File: src/rtl/mdio_pkg.sv
// Shared MDIO definitions: arbiter state encoding, frame field constants and
// the frame validity check used when a transaction is granted.
package mdio_pkg;

    typedef enum logic [1:0] {
        ST_IDLE = 2'd0,
        ST_BUSY = 2'd1,
        ST_DONE = 2'd2,
        ST_ERR  = 2'd3
    } state_e;

    localparam logic [1:0] START = 2'b01;
    localparam logic [1:0] OP_WR = 2'b01;
    localparam logic [1:0] OP_RD = 2'b10;

    function automatic logic frame_valid(input logic [31:0] frame);
        logic start_ok;
        logic op_ok;
        start_ok = (frame[31:30] == START);
        op_ok    = (frame[29:28] == OP_WR) || (frame[29:28] == OP_RD);
        return start_ok && op_ok;
    endfunction

    function automatic logic frame_is_read(input logic [31:0] frame);
        return (frame[29:28] == OP_RD);
    endfunction

endpackage

File: src/rtl/mdio_rr_pick.sv
// Two-way round-robin choice: on a tie the requester that was not granted
// last wins; a lone request wins outright.
module mdio_rr_pick
    import mdio_pkg::*;
(
    input  logic REQ0,
    input  logic REQ1,
    input  logic LAST,
    output logic WINNER
);

    // Winner selection; with no request the pointer is passed through unchanged
    always_comb begin
        WINNER = LAST;
        case ({REQ1, REQ0})
            2'b11:   WINNER = ~LAST;
            2'b01:   WINNER = 1'b0;
            2'b10:   WINNER = 1'b1;
            default: WINNER = LAST;
        endcase
    end

endmodule

File: src/rtl/mdio_arbiter.sv
// Arbitrates two requesters onto one MDIO transmitter: round-robin grant,
// frame validation, completion/timeout handling and per-requester read data.
module mdio_arbiter
    import mdio_pkg::*;
#(
    parameter int unsigned TIMEOUT = 100
) (
    input  logic        MDC,
    input  logic        RESET,
    input  logic        REQ0,
    input  logic        REQ1,
    input  logic [31:0] FRAME0,
    input  logic [31:0] FRAME1,
    output logic        GNT0,
    output logic        GNT1,
    output logic        DONE0,
    output logic        DONE1,
    output logic        ERR0,
    output logic        ERR1,
    output logic [15:0] RDATA0,
    output logic [15:0] RDATA1,
    output logic        MDIO_START,
    output logic [31:0] T_DATA,
    input  logic        MDIO_DONE,
    input  logic [15:0] RD_DATA
);

    localparam logic [7:0] TIMEOUT_C = 8'(TIMEOUT);

    state_e      state_r;
    state_e      state_s;
    logic        last_r;
    logic        last_s;
    logic [7:0]  cnt_r;
    logic [7:0]  cnt_s;
    logic [7:0]  cnt_inc_s;
    logic        timeout_hit_s;
    logic        any_req_s;
    logic        winner_s;
    logic [31:0] pick_frame_s;
    logic        pick_valid_s;
    logic [31:0] t_data_r;
    logic [31:0] t_data_s;
    logic        gnt0_r, gnt1_r, gnt0_s, gnt1_s;
    logic        done0_r, done1_r, done0_s, done1_s;
    logic        err0_r, err1_r, err0_s, err1_s;
    logic        start_r, start_s;
    logic [15:0] rdata0_r, rdata1_r, rdata0_s, rdata1_s;

    mdio_rr_pick u_pick (
        .REQ0   (REQ0),
        .REQ1   (REQ1),
        .LAST   (last_r),
        .WINNER (winner_s)
    );

    assign any_req_s     = REQ0 | REQ1;
    assign pick_frame_s  = winner_s ? FRAME1 : FRAME0;
    assign pick_valid_s  = frame_valid(pick_frame_s);
    // Counter holds completed silent BUSY cycles; abort once this cycle reaches TIMEOUT
    assign cnt_inc_s     = cnt_r + 8'd1;
    assign timeout_hit_s = (cnt_inc_s == TIMEOUT_C);

    // State register
    always_ff @(posedge MDC or negedge RESET) begin
        if (!RESET) begin
            state_r <= ST_IDLE;
        end else begin
            state_r <= state_s;
        end
    end

    // Next-state logic; completion outranks timeout
    always_comb begin
        state_s = state_r;
        case (state_r)
            ST_IDLE: begin
                if (any_req_s) begin
                    state_s = pick_valid_s ? ST_BUSY : ST_ERR;
                end else begin
                    state_s = ST_IDLE;
                end
            end
            ST_BUSY: begin
                if (MDIO_DONE) begin
                    state_s = ST_DONE;
                end else if (timeout_hit_s) begin
                    state_s = ST_ERR;
                end else begin
                    state_s = ST_BUSY;
                end
            end
            ST_DONE: state_s = ST_IDLE;
            ST_ERR:  state_s = ST_IDLE;
            default: state_s = ST_IDLE;
        endcase
    end

    // Next values of the registered outputs and datapath
    always_comb begin
        last_s   = last_r;
        cnt_s    = cnt_r;
        t_data_s = t_data_r;
        gnt0_s   = gnt0_r;
        gnt1_s   = gnt1_r;
        done0_s  = 1'b0;
        done1_s  = 1'b0;
        err0_s   = 1'b0;
        err1_s   = 1'b0;
        start_s  = 1'b0;
        rdata0_s = rdata0_r;
        rdata1_s = rdata1_r;
        case (state_r)
            ST_IDLE: begin
                if (any_req_s) begin
                    gnt0_s   = ~winner_s;
                    gnt1_s   = winner_s;
                    t_data_s = pick_frame_s;
                    last_s   = winner_s;
                    cnt_s    = 8'd0;
                    if (pick_valid_s) begin
                        start_s = 1'b1;
                    end else begin
                        err0_s = ~winner_s;
                        err1_s = winner_s;
                    end
                end else begin
                    gnt0_s = 1'b0;
                    gnt1_s = 1'b0;
                end
            end
            ST_BUSY: begin
                if (MDIO_DONE) begin
                    done0_s = ~last_r;
                    done1_s = last_r;
                    gnt0_s  = 1'b0;
                    gnt1_s  = 1'b0;
                    if (frame_is_read(t_data_r)) begin
                        if (last_r) begin
                            rdata1_s = RD_DATA;
                        end else begin
                            rdata0_s = RD_DATA;
                        end
                    end else begin
                        rdata0_s = rdata0_r;
                        rdata1_s = rdata1_r;
                    end
                end else if (timeout_hit_s) begin
                    err0_s = ~last_r;
                    err1_s = last_r;
                    gnt0_s = 1'b0;
                    gnt1_s = 1'b0;
                    cnt_s  = cnt_inc_s;
                end else begin
                    cnt_s = cnt_inc_s;
                end
            end
            ST_DONE, ST_ERR: begin
                gnt0_s = 1'b0;
                gnt1_s = 1'b0;
            end
            default: begin
                gnt0_s = 1'b0;
                gnt1_s = 1'b0;
            end
        endcase
    end

    // Output and datapath registers
    always_ff @(posedge MDC or negedge RESET) begin
        if (!RESET) begin
            last_r   <= 1'b1;
            cnt_r    <= 8'd0;
            t_data_r <= 32'd0;
            gnt0_r   <= 1'b0;
            gnt1_r   <= 1'b0;
            done0_r  <= 1'b0;
            done1_r  <= 1'b0;
            err0_r   <= 1'b0;
            err1_r   <= 1'b0;
            start_r  <= 1'b0;
            rdata0_r <= 16'd0;
            rdata1_r <= 16'd0;
        end else begin
            last_r   <= last_s;
            cnt_r    <= cnt_s;
            t_data_r <= t_data_s;
            gnt0_r   <= gnt0_s;
            gnt1_r   <= gnt1_s;
            done0_r  <= done0_s;
            done1_r  <= done1_s;
            err0_r   <= err0_s;
            err1_r   <= err1_s;
            start_r  <= start_s;
            rdata0_r <= rdata0_s;
            rdata1_r <= rdata1_s;
        end
    end

    assign GNT0       = gnt0_r;
    assign GNT1       = gnt1_r;
    assign DONE0      = done0_r;
    assign DONE1      = done1_r;
    assign ERR0       = err0_r;
    assign ERR1       = err1_r;
    assign RDATA0     = rdata0_r;
    assign RDATA1     = rdata1_r;
    assign MDIO_START = start_r;
    assign T_DATA     = t_data_r;

endmodule

File: config.mk
export PLATFORM = sky130hd
export DESIGN_NAME = mdio_arbiter
export DESIGN_NICKNAME = d
export VERILOG_FILES = /design/src/rtl/mdio_pkg.sv /design/src/rtl/mdio_rr_pick.sv /design/src/rtl/mdio_arbiter.sv
export SDC_FILE = /design/constraint.sdc
export NUM_CORES = 1
export LEC_CHECK = 0
export ABC_AREA = 1
export BUFFER_PORTS_ARGS = -buffer_cell sky130_fd_sc_hd__buf_2
export CORE_ASPECT_RATIO = 1.2
export CORE_MARGIN = 1.5
export CORE_UTILIZATION = 51
export CTS_CLUSTER_SIZE = 24
export DETAILED_ROUTE_END_ITERATION = 10
export GPL_ROUTABILITY_DRIVEN = 0
export PLACE_DENSITY = 0.85
export SLEW_MARGIN = 30
export SYNTH_ARGS = -nofsm -noshare
export SYNTH_HDL_FRONTEND = slang
export SYNTH_SLANG_ARGS = --single-unit
File: constraint.sdc
create_clock -name MDC -period 3.4 [get_ports MDC]
set_clock_uncertainty 0.2 [all_clocks]
set_input_delay 0.17 -clock MDC [delete_from_list [all_inputs] [get_ports MDC]]
set_output_delay 0.17 -clock MDC [all_outputs]
set_load 0.05 [all_outputs]
==> metrics.md, run 1 <==
| Metric | Value |
|---|---|
| Rows | 33 |
| Final hold violations | 0 |
| Min cycle time layout | 2830 ps |
| Cells after synthesis | 415 |
| CP cell instances | or2_1 -> nor2_4 -> buf_4 -> nand2_2 -> inv_2 -> nand2_1 -> nand3_1 -> dlygate4sd3_1 |
| Post-CTS sizing | 0 |
| Core outline area | 0.00677 mm² |
| Post-Route WL | 13600 µm |
| Syn avg cell area | around 8.5 µm² |
| Initial Utilization | 52.1% |
| Commonest non-fill, non-tap cell in the layout | buf_2 |
| Leakage | 0.00287 µW |
| Clk slew on worst S/H paths | ~90 ps |
| Vias in the first global route | ~4200 |
| Critical Path Slowest Stage Cell | dlygate4sd3_1 |
| Global-route wire length before repair | just over 20000 µm |
| Crit path kind | flop to flop |
| Reg area | 0.00205 mm² |
| Power per cell area | 1070 mW/mm² |
| Slew Viols, Final | 0 |
| Routed vias/inst | 5.69 |
| Post-DP HPWL | 6300 µm |
| Yosys Warn Count | 0 |
| Total track usage | 36.8% |
| Nets@finish | between 700 and 800 |
| Worst min path class | primary input to flop |
| Seq/Total Area, Yosys | 58.2% |
| Power Total | about 5700 µW |
| Initial DRC count | 541 |
| Clock buffer depth | 2 |
| Initial antenna violation count | 2 |
| Die H | 94.1 µm |
| CP arrival | ~3000 ps |
| Layout filler cell count | 377 |
| Port buffer count | 155 |
| Max cap viols | 0 |
| #FFs+latches synth | slightly above 80 |
| Pin count of the biggest net entering global routing | 83 |
| Max incr delay on CP | 580 ps |
| I/O pins | 156 |
| Clock H-tree levels | 3 |
| GRT overflow | 0 |
| Maximum vdd drop | just under 0.8 mV |
| Final period util | 83.2% |
| Most frequent cells in the layout | 154 x buf_2, 133 x nand2_1, 81 x dfrtp_1, 78 x dlygate4sd3_1, 71 x nand3_1 |
| Area grow syn2layout | 50.9% |
| CTS Buf Count | 9 |
| Worst setup EP type | flop |
| WP buf/inv | 3 |
| Final setup viols | 0 |
| CP top delay family | buffers and inverters |
| Die X | just under 80 µm |
| Outcome | completed |
| Die Area | 0.00743 mm² |
| Multi-input gate area | 0.00125 mm² |
| Syn nets | 502 |
| Worst skew pair latency | 370 ps |
| Fmax | 0.354 GHz |
| CTS Hold Bufs | a little under 80 |
| Drt drc | 0 |
| Worst Path Required | 3500 ps |
| Total number of vias | 4199 |
| Num Clock Sinks | 82 |
| Setup Total Neg Slack | 0 ps |
| Setup ws final | 572 ps |
| Cell area after synthesis | 0.00353 mm² |
| Avg WL per Cell | 18.5 µm |
| Worst-path fanout max | 36 |
| Remaining antenna violation count after routing | 0 |
| Root cell of the clock tree | clkbuf_8 |
| Drt pass-1 iters | 9 |
| Relative slew slack | 51.3% |
| Post-CTS setup buffer count | 0 |
| CTS tree | done |
| Setup crit start kind | flop |
| RSZ-0062 raised after global routing | no |
| Pre-CTS setup slack | approximately 1200 ps |
| Slew of the pin with the lowest slew margin | 731 ps |
| Fraction of layout cells with a size suffix above 1 | 28.4% |
| Yosys cell types | 25 |
==> stage by stage <==
step / instances / hold WS, ps / util [%] / area [µm²]
4_1_cts: 736 / 8.99 / 78.5 / 5320
5_1_grt: 738 / 80.1 / 78.6 / 5320
3_3_place_gp: 642 / 175 / 64.3 / 4350
6_report: 738 / 81.0 / 78.6 / 5320
2_1_floorplan: 415 / -326 / - / 3530
3_5_place_dp: 642 / 177 / 64.3 / 4350
==> Yosys cell counts <==
library cell / count / share of area (%)
a22o_1: 1 / 0.25
buf_6: 1 / 0.32
nor2_4: 1 / 0.32
nand3_1: 71 / 10
nand2_1: 133 / 14
xor2_1: 1 / 0.25
buf_4: 1 / 0.21
a31oi_1: 1 / 0.18
nand2_2: 2 / 0.35
nand4_1: 1 / 0.18
clkbuf_1: 10 / 1.1
ha_1: 2 / 0.71
dfrtp_1: 81 / 57
nor2_2: 1 / 0.18
buf_2: 6 / 0.85
inv_2: 4 / 0.43
inv_1: 32 / 3.4
o21ai_1: 32 / 4.5
o21ai_0: 14 / 2.0
o21ai_2: 1 / 0.25
nor2_1: 14 / 1.5
or2_1: 1 / 0.18
nor3_1: 2 / 0.28
o22ai_1: 1 / 0.18
dfstp_2: 1 / 0.74
==> area by class of cell <==
cell class | instances | area share [%]
inverter | 36 | 2.54
sequential | 82 | 38.6
timing repair buffer | 236 | 29.8
clock inverter | 7 | 1.10
clock buffer | 9 | 2.33
multi-input combinational | 279 | 23.5
antenna | 2 | 0.0940
tap | 87 | 2.04
==> cells by family (layout without fill, tap and decap cells) <==
| kind of cell | count (synthesis) | after routing | synth area share (%) |
|---|---|---|---|
| DFF | 82 | 82 | 58.2 |
| other | 0 | 2 | 0 |
| buffers and inverters | 54 | 288 | 6.28 |
| adders and majority gates | 2 | 2 | 0.709 |
| xor gates and xnor gates | 1 | 1 | 0.248 |
| AOI/OAI and AO/OA | 50 | 50 | 7.38 |
| and+or+nand+nor | 226 | 226 | 27.2 |
==> power breakdown <==
part,internal [µW],leakage (µW),switching [µW]
combinational,928,0.00174,2390
sequential,1390,0.00105,288
clock,276,0.0000868,407
total,2600,0.00287,3080
==> state kept, by name, summed over array words and instances, names as in the netlist <==
name        count
ERR0            1
RDATA1         16
DONE0           1
RDATA0         16
ERR1            1
DONE1           1
GNT1            1
cnt_r           8
GNT0            1
MDIO_START      1
last_r          1
T_DATA         32
state_r         2
==> worst register-to-register path, stage by stage (launching register included) <==
cell and delay, ps:
dfrtp_1 390, or2_1 270, nor2_4 100, buf_4 360, nand2_2 150, inv_2 430, nand2_1 190, nand3_1 110
dlygate4sd3_1 580
==> per-layer routing <==
| metal | GRT usage, % | wire (µm) | up-vias | share of wire [%] |
|---|---|---|---|---|
| li1 | - | - | 1795 | - |
| met5 | 0 | 0 | - | 0 |
| met2 | 64.6 | 6780 | 367 | 50 |
| met4 | 21.1 | 974 | 0 | 7.1 |
| met3 | 9.90 | 1340 | 104 | 9.8 |
| met1 | 39.7 | 4540 | 1933 | 33 |
==> final timing paths <==
kind | startpoint | end | slack [ps] | cells after the start
worst max-delay path | state_r[1]$_DFF_PN0_ | T_DATA[8]$_DFFE_PN0P_ | 570 | 8
worst min-delay path | FRAME0[30] | T_DATA[30]$_DFFE_PN0P_ | 80 | 5
worst max register to register | state_r[1]$_DFF_PN0_ | T_DATA[8]$_DFFE_PN0P_ | 570 | 8
worst min register to register | RDATA1[9]$_DFFE_PN0P_ | RDATA1[9]$_DFFE_PN0P_ | 290 | 2
max in group asynchronous | RESET | GNT1$_DFFE_PN0P_ | 2260 | 2
min in group asynchronous | RESET | RDATA1[4]$_DFFE_PN0P_ | 240 | 2
(Power assumes the default switching activity.)
==> run 2, diff against run 1 <==
--- a/config.mk
+++ b/config.mk
@@ -9,11 +9,11 @@
 export BUFFER_PORTS_ARGS = -buffer_cell sky130_fd_sc_hd__buf_2
 export CORE_ASPECT_RATIO = 1.2
 export CORE_MARGIN = 1.5
-export CORE_UTILIZATION = 51
+export CORE_UTILIZATION = 47
 export CTS_CLUSTER_SIZE = 24
 export DETAILED_ROUTE_END_ITERATION = 10
 export GPL_ROUTABILITY_DRIVEN = 0
-export PLACE_DENSITY = 0.85
+export PLACE_DENSITY = 0.8
 export SLEW_MARGIN = 30
 export SYNTH_ARGS = -nofsm -noshare
 export SYNTH_HDL_FRONTEND = slang
==> constraint.sdc (replaced) <==
create_clock -name MDC -period 2.85 [get_ports MDC]
set_clock_uncertainty 0.2 [all_clocks]
set_input_delay 0.1425 -clock MDC [delete_from_list [all_inputs] [get_ports MDC]]
set_output_delay 0.1425 -clock MDC [all_outputs]
set_load 0.05 [all_outputs]
==> metrics.md, run 2 (synthesized netlist as in run 1, its figures left out) <==
| Metric | Value |
|---|---|
| Outcome | completed |
| Rows | 34 |
| Drt pass-1 iters | 7 |
| Worst skew pair latency | 350 ps |
| Maximum vdd drop | 1.00 mV |
| Area grow syn2layout | 51.1% |
| Worst-path fanout max | 35 |
| Commonest non-fill, non-tap cell in the layout | buf_2 |
| Net Sw Frac | 53.0% |
| Vias in the first global route | 4185 |
| Pre-CTS setup slack | 831 ps |
| Slew of the pin with the lowest slew margin | 746 ps |
| Clk pwr share | around an eighth |
| Fmax | 0.366 GHz |
| CTS Buf Count | 9 |
| Initial Utilization | 48.5% |
| Die H | 97.9 µm |
| Pint | 3130 µW |
| Avg WL per Cell | 16.9 µm |
| Logic pwr share | roughly three fifths |
| Power per cell area | 1250 mW/mm² |
| Drt drc | 0 |
| Hold_ws | 34.7 ps |
| Pin count of the biggest net entering global routing | 83 |
| CP arrival | approximately 2800 ps |
| Setup ws final | 116 ps |
| CP top delay family | buffers and inverters |
| Fraction of layout cells with a size suffix above 1 | 28.4% |
| Setup Total Neg Slack | 0 ps |
| Die Area | 0.00804 mm² |
| Final period util | 95.9% |
| Leakage | 0.00289 µW |
| Max incr delay on CP | approximately 600 ps |
| Max cap viols | 0 |
| Post-DP HPWL | 6680 µm |
| I/O pins | 156 |
| Initial DRC count | 300 |
| Fin util | 73.3% |
| Post-CTS setup buffer count | 0 |
| CP cell instances | or2_1 -> nor2_4 -> buf_4 -> nand2_2 -> inv_2 -> nand2_1 -> nand3_1 -> dlygate4sd3_1 |
| Net Sw Power | 3530 µW |
| Relative slew slack | 50.2% |
| Setup crit start kind | flop |
| Clock H-tree levels | 3 |
| Clock buffer depth | 2 |
| RSZ-0062 raised after global routing | no |
| Worst Path Required | just under 3000 ps |
| Placed cell area | ~0.0044 mm² |
| Root cell of the clock tree | clkbuf_8 |
| Post-Route WL | roughly 12000 µm |
| Crit path kind | flop to flop |
| Nets@finish | 731 |
| Critical Path Slowest Stage Cell | dlygate4sd3_1 |
| CTS tree | done |
| Final hold violations | 0 |
| Routed vias/inst | ~5.4 |
| Worst setup EP type | flop |
| GRT overflow | 0 |
| Clk slew on worst S/H paths | roughly 80 ps |
| Max FFs per register | 32 |
| Seq pwr share | 29.6% |
| WP buf/inv | 3 |
| Total number of vias | 4005 |
| Remaining antenna violation count after routing | 0 |
| Fin area | roughly 0.0053 mm² |
| Total track usage | 33.2% |
| Final setup viols | 0 |
| Worst min path class | primary input to flop |
| Die X | approximately 80 µm |
| Slew Viols, Final | 0 |
| Initial antenna violation count | 1 |
| Global-route wire length before repair | 20100 µm |
| Core outline area | 0.00727 mm² |
| Min cycle time layout | 2730 ps |
| Port buffer count | 155 |
| Most frequent cells in the layout | 154 x buf_2, 133 x nand2_1, 81 x dfrtp_1, 78 x dlygate4sd3_1, 71 x nand3_1 |
| Num Clock Sinks | 82 |
run 2: final timing paths:
kind                       cells after the start                      to             startpoint  slack, ps
max                                            8  T_DATA[19]$_DFFE_PN0P_   state_r[1]$_DFF_PN0_        120
min                                            3  T_DATA[28]$_DFFE_PN0P_             FRAME1[28]         30
max reg2reg                                    8  T_DATA[19]$_DFFE_PN0P_   state_r[1]$_DFF_PN0_        120
min reg2reg                                    2   RDATA0[6]$_DFFE_PN0P_  RDATA0[6]$_DFFE_PN0P_        290
max in group asynchronous                      2  RDATA1[10]$_DFFE_PN0P_                  RESET       1740
min in group asynchronous                      2  T_DATA[12]$_DFFE_PN0P_                  RESET        160
run 2: cell type report:
cell class	count	area (µm²)
sequential	82	2050
fill	468	1940
timing repair buffer	236	1590
multi-input combinational	279	1250
clock buffer	11	151
inverter	36	135
tap	90	113
clock inverter	5	36.3
antenna	1	2.50
run 2: through the flow:
step           instances  power (µW)
2_1_floorplan        415        4410
3_3_place_gp         645        5140
3_5_place_dp         645        5220
4_1_cts              739        6460
5_1_grt              740        6980
6_report             740        6670
run 2: metal layers:
metal / vias to the layer above / track usage (%) / routed length [µm]
li1: 1791 / - / -
met1: 1879 / 37.1 / 4430
met2: 254 / 54.8 / 6180
met3: 81 / 8.13 / 903
met4: 0 / 21.8 / 957
met5: - / 0 / 0
run 2: tightest hold or removal path: cells and delay by family:
kind                   cells  cell delay [ps]
AO/OA/AOI/OAI              2              310
buffers and inverters      1               90
run 2: repair_timing:
item / in CTS / in global routing
endpoints found under the hold margin: 148 / 0
hold buffers: 78 / 0
resized for setup: 0 / 0
run 2: power by group through the flow:
stage / sequential [µW] / combinational, µW / clock, µW
after floorplan: 3520 / 892 / 0
after global placement: 1930 / 3200 / 0
after detailed placement: 1950 / 3270 / 0
after CTS: 1940 / 3710 / 810
after global routing: 2020 / 4080 / 875
final: 1970 / 3870 / 821
==> run 3, diff against run 2 <==
==> constraint.sdc (replaced) <==
create_clock -name MDC -period 2.85 [get_ports MDC]
set_clock_uncertainty 0.2 [all_clocks]
set_input_delay 0.855 -clock MDC [delete_from_list [all_inputs] [get_ports MDC]]
set_output_delay 0.855 -clock MDC [all_outputs]
set_load 0.05 [all_outputs]
==> metrics.md, run 3 (synthesized netlist as in run 1, its figures left out) <==
| Metric | Value |
|---|---|
| Clock H-tree levels | 3 |
| Routed vias/inst | 5.06 |
| Post-Route WL | 9060 µm |
| Rows | 34 |
| Critical path startpoint | REQ1 |
| Worst Path Required | ~2900 ps |
| CP cell instances | buf_2 -> o21ai_2 -> nand2_1 -> o21ai_0 -> inv_1 -> nand2_1 -> nand3_1 -> nand3_1 -> nand2_1 |
| Slew Viols, Final | 0 |
| Die Area | about 0.008 mm² |
| CTS tree | done |
| Global-route wire length before repair | between 10000 and 15000 µm |
| Min cycle time layout | 2090 ps |
| Initial Utilization | 48.5% |
| Logic pwr share | 53.1% |
| RSZ-0062 raised after global routing | no |
| Commonest non-fill, non-tap cell in the layout | buf_2 |
| Total track usage | 24.3% |
| Most frequent cells in the layout | 154 x buf_2, 133 x nand2_1, 81 x dfrtp_1, 71 x nand3_1 |
| Worst setup EP type | flop |
| Net Sw Power | 3270 µW |
| Max FFs per register | 32 |
| Leakage | approximately 0.0026 µW |
| Avg WL per Cell | 13.6 µm |
| Critical Path Stages | 9 |
| Post-CTS sizing | 0 |
| Setup crit start kind | primary input |
| Die X | 82.1 µm |
| Vias in the first global route | 3249 |
| CP top delay family | simple AND/OR/NAND/NOR gates |
| Initial antenna violation count | 0 |
| Slew of the pin with the lowest slew margin | 509 ps |
| Most frequent CP cell | nand2_1 |
| Critical Path Slowest Stage Cell | o21ai_2 |
| Clock buffer depth | 2 |
| Initial DRC count | 363 |
| Worst flop-to-flop path startpoint | state_r[1]$_DFF_PN0_ |
| Final hold violations | 0 |
| Port buffer count | 155 |
| Worst skew pair latency | roughly 350 ps |
| Fmax | 0.478 GHz |
| Pin count of the biggest net entering global routing | 49 |
| Power per cell area | between 1000 and 1500 mW/mm² |
| Area grow syn2layout | 31.2% |
| Num Clock Sinks | 82 |
| Clk slew on worst S/H paths | 90 ps |
| CTS Hold Bufs | 0 |
| Total number of vias | ~3400 |
| Drt pass-1 iters | 4 |
| Fraction of layout cells with a size suffix above 1 | 32.7% |
| Root cell of the clock tree | clkbuf_8 |
| Outcome | completed |
| Seq pwr share | 31.3% |
| WP buf/inv | 2 |
| CTS Buf Count | 9 |
| CP arrival | roughly 2100 ps |
| Final period util | between 70% and 80% |
| Max cap viols | 0 |
| Ant diodes | 0 |
| Worst-path fanout max | 9 |
| Nets@finish | roughly 660 |
| Pre-CTS setup slack | 432 ps |
| Die H | a little under 100 µm |
| Maximum vdd drop | approximately 0.82 mV |
| Core outline area | 0.00727 mm² |
| Worst min path class | primary input to async pin |
| Max incr delay on CP | 350 ps |
| Pint | about 2900 µW |
| Relative slew slack | 66.0% |
| Setup Total Neg Slack | 0 ps |
| Remaining antenna violation count after routing | 0 |
| I/O pins | 156 |
| Net Sw Frac | 52.8% |
| Layout filler cell count | 601 |
| Final setup viols | 0 |
| Clk pwr share | 15.6% |
| Worst Reg-to-Reg Cells | 7 |
| Crit path kind | primary input to flop |
| Post-DP HPWL | 6540 µm |
| Post-CTS setup buffer count | 0 |
| Drt drc | 0 |
| Setup ws final | 757 ps |
| GRT overflow | 0 |
==> run 3: worst reg2reg max path, delay by kind of cell, from the launching register on <==
kind / cells / cell delay [ps]
flip-flops: 1 / 390
AND/OR/NAND/NOR: 5 / 710
buffers and inverters: 2 / 660
==> run 3: layout make-up <==
class	count	area [µm²]	share of cell area (%)
flip-flops and latches	82	2050	44.4
inverters	36	135	2.92
repair buffers	162	843	18.2
clock buffers	10	138	2.97
multi-input cells	279	1250	27.1
clock inverters	6	93.8	2.03
well taps	90	113	2.43
==> run 3: per-layer routing <==
layer	GRT usage (%)	vias to the layer above	wire [µm]
met3	4.67	20	607
met4	10.8	0	239
met2	38.5	149	4460
met5	0	-	0
li1	-	1642	-
met1	31.9	1551	3760
==> run 3: through the flow <==
stage               utilization [%]  hold slack [ps]  instance area (µm²)  std cells  total power [µW]
detailed placement             60.5              267                 4400        649              5240
floorplan                         -              323                 3530        415              4410
finish                         63.6              229                 4630        665              6200
global placement               60.5              264                 4400        649              5180
global route                   63.6              254                 4630        665              6550
CTS                            63.6              249                 4630        665              6220
==> run 3: worst paths after layout <==
kind	endpoint	slack, ps
setup reg to reg	T_DATA[27]$_DFFE_PN0P_	840
hold reg to reg	RDATA1[11]$_DFFE_PN0P_	290
hold / removal	RDATA1[12]$_DFFE_PN0P_	230
min in group MDC	RDATA1[11]$_DFFE_PN0P_	290
setup / recovery	ERR1$_DFF_PN0_	760
max in group asynchronous	last_r$_DFFE_PN1P_	1560
==> run 3: power groups by stage <==
stage / Combinational [µW] / Sequential (µW) / Clock, µW
after floorplan: 892 / 3520 / 0
after detailed placement: 3300 / 1940 / 0
after CTS: 3300 / 1930 / 982
after global routing: 3520 / 2000 / 1030
after global placement: 3240 / 1940 / 0
final: 3290 / 1940 / 965
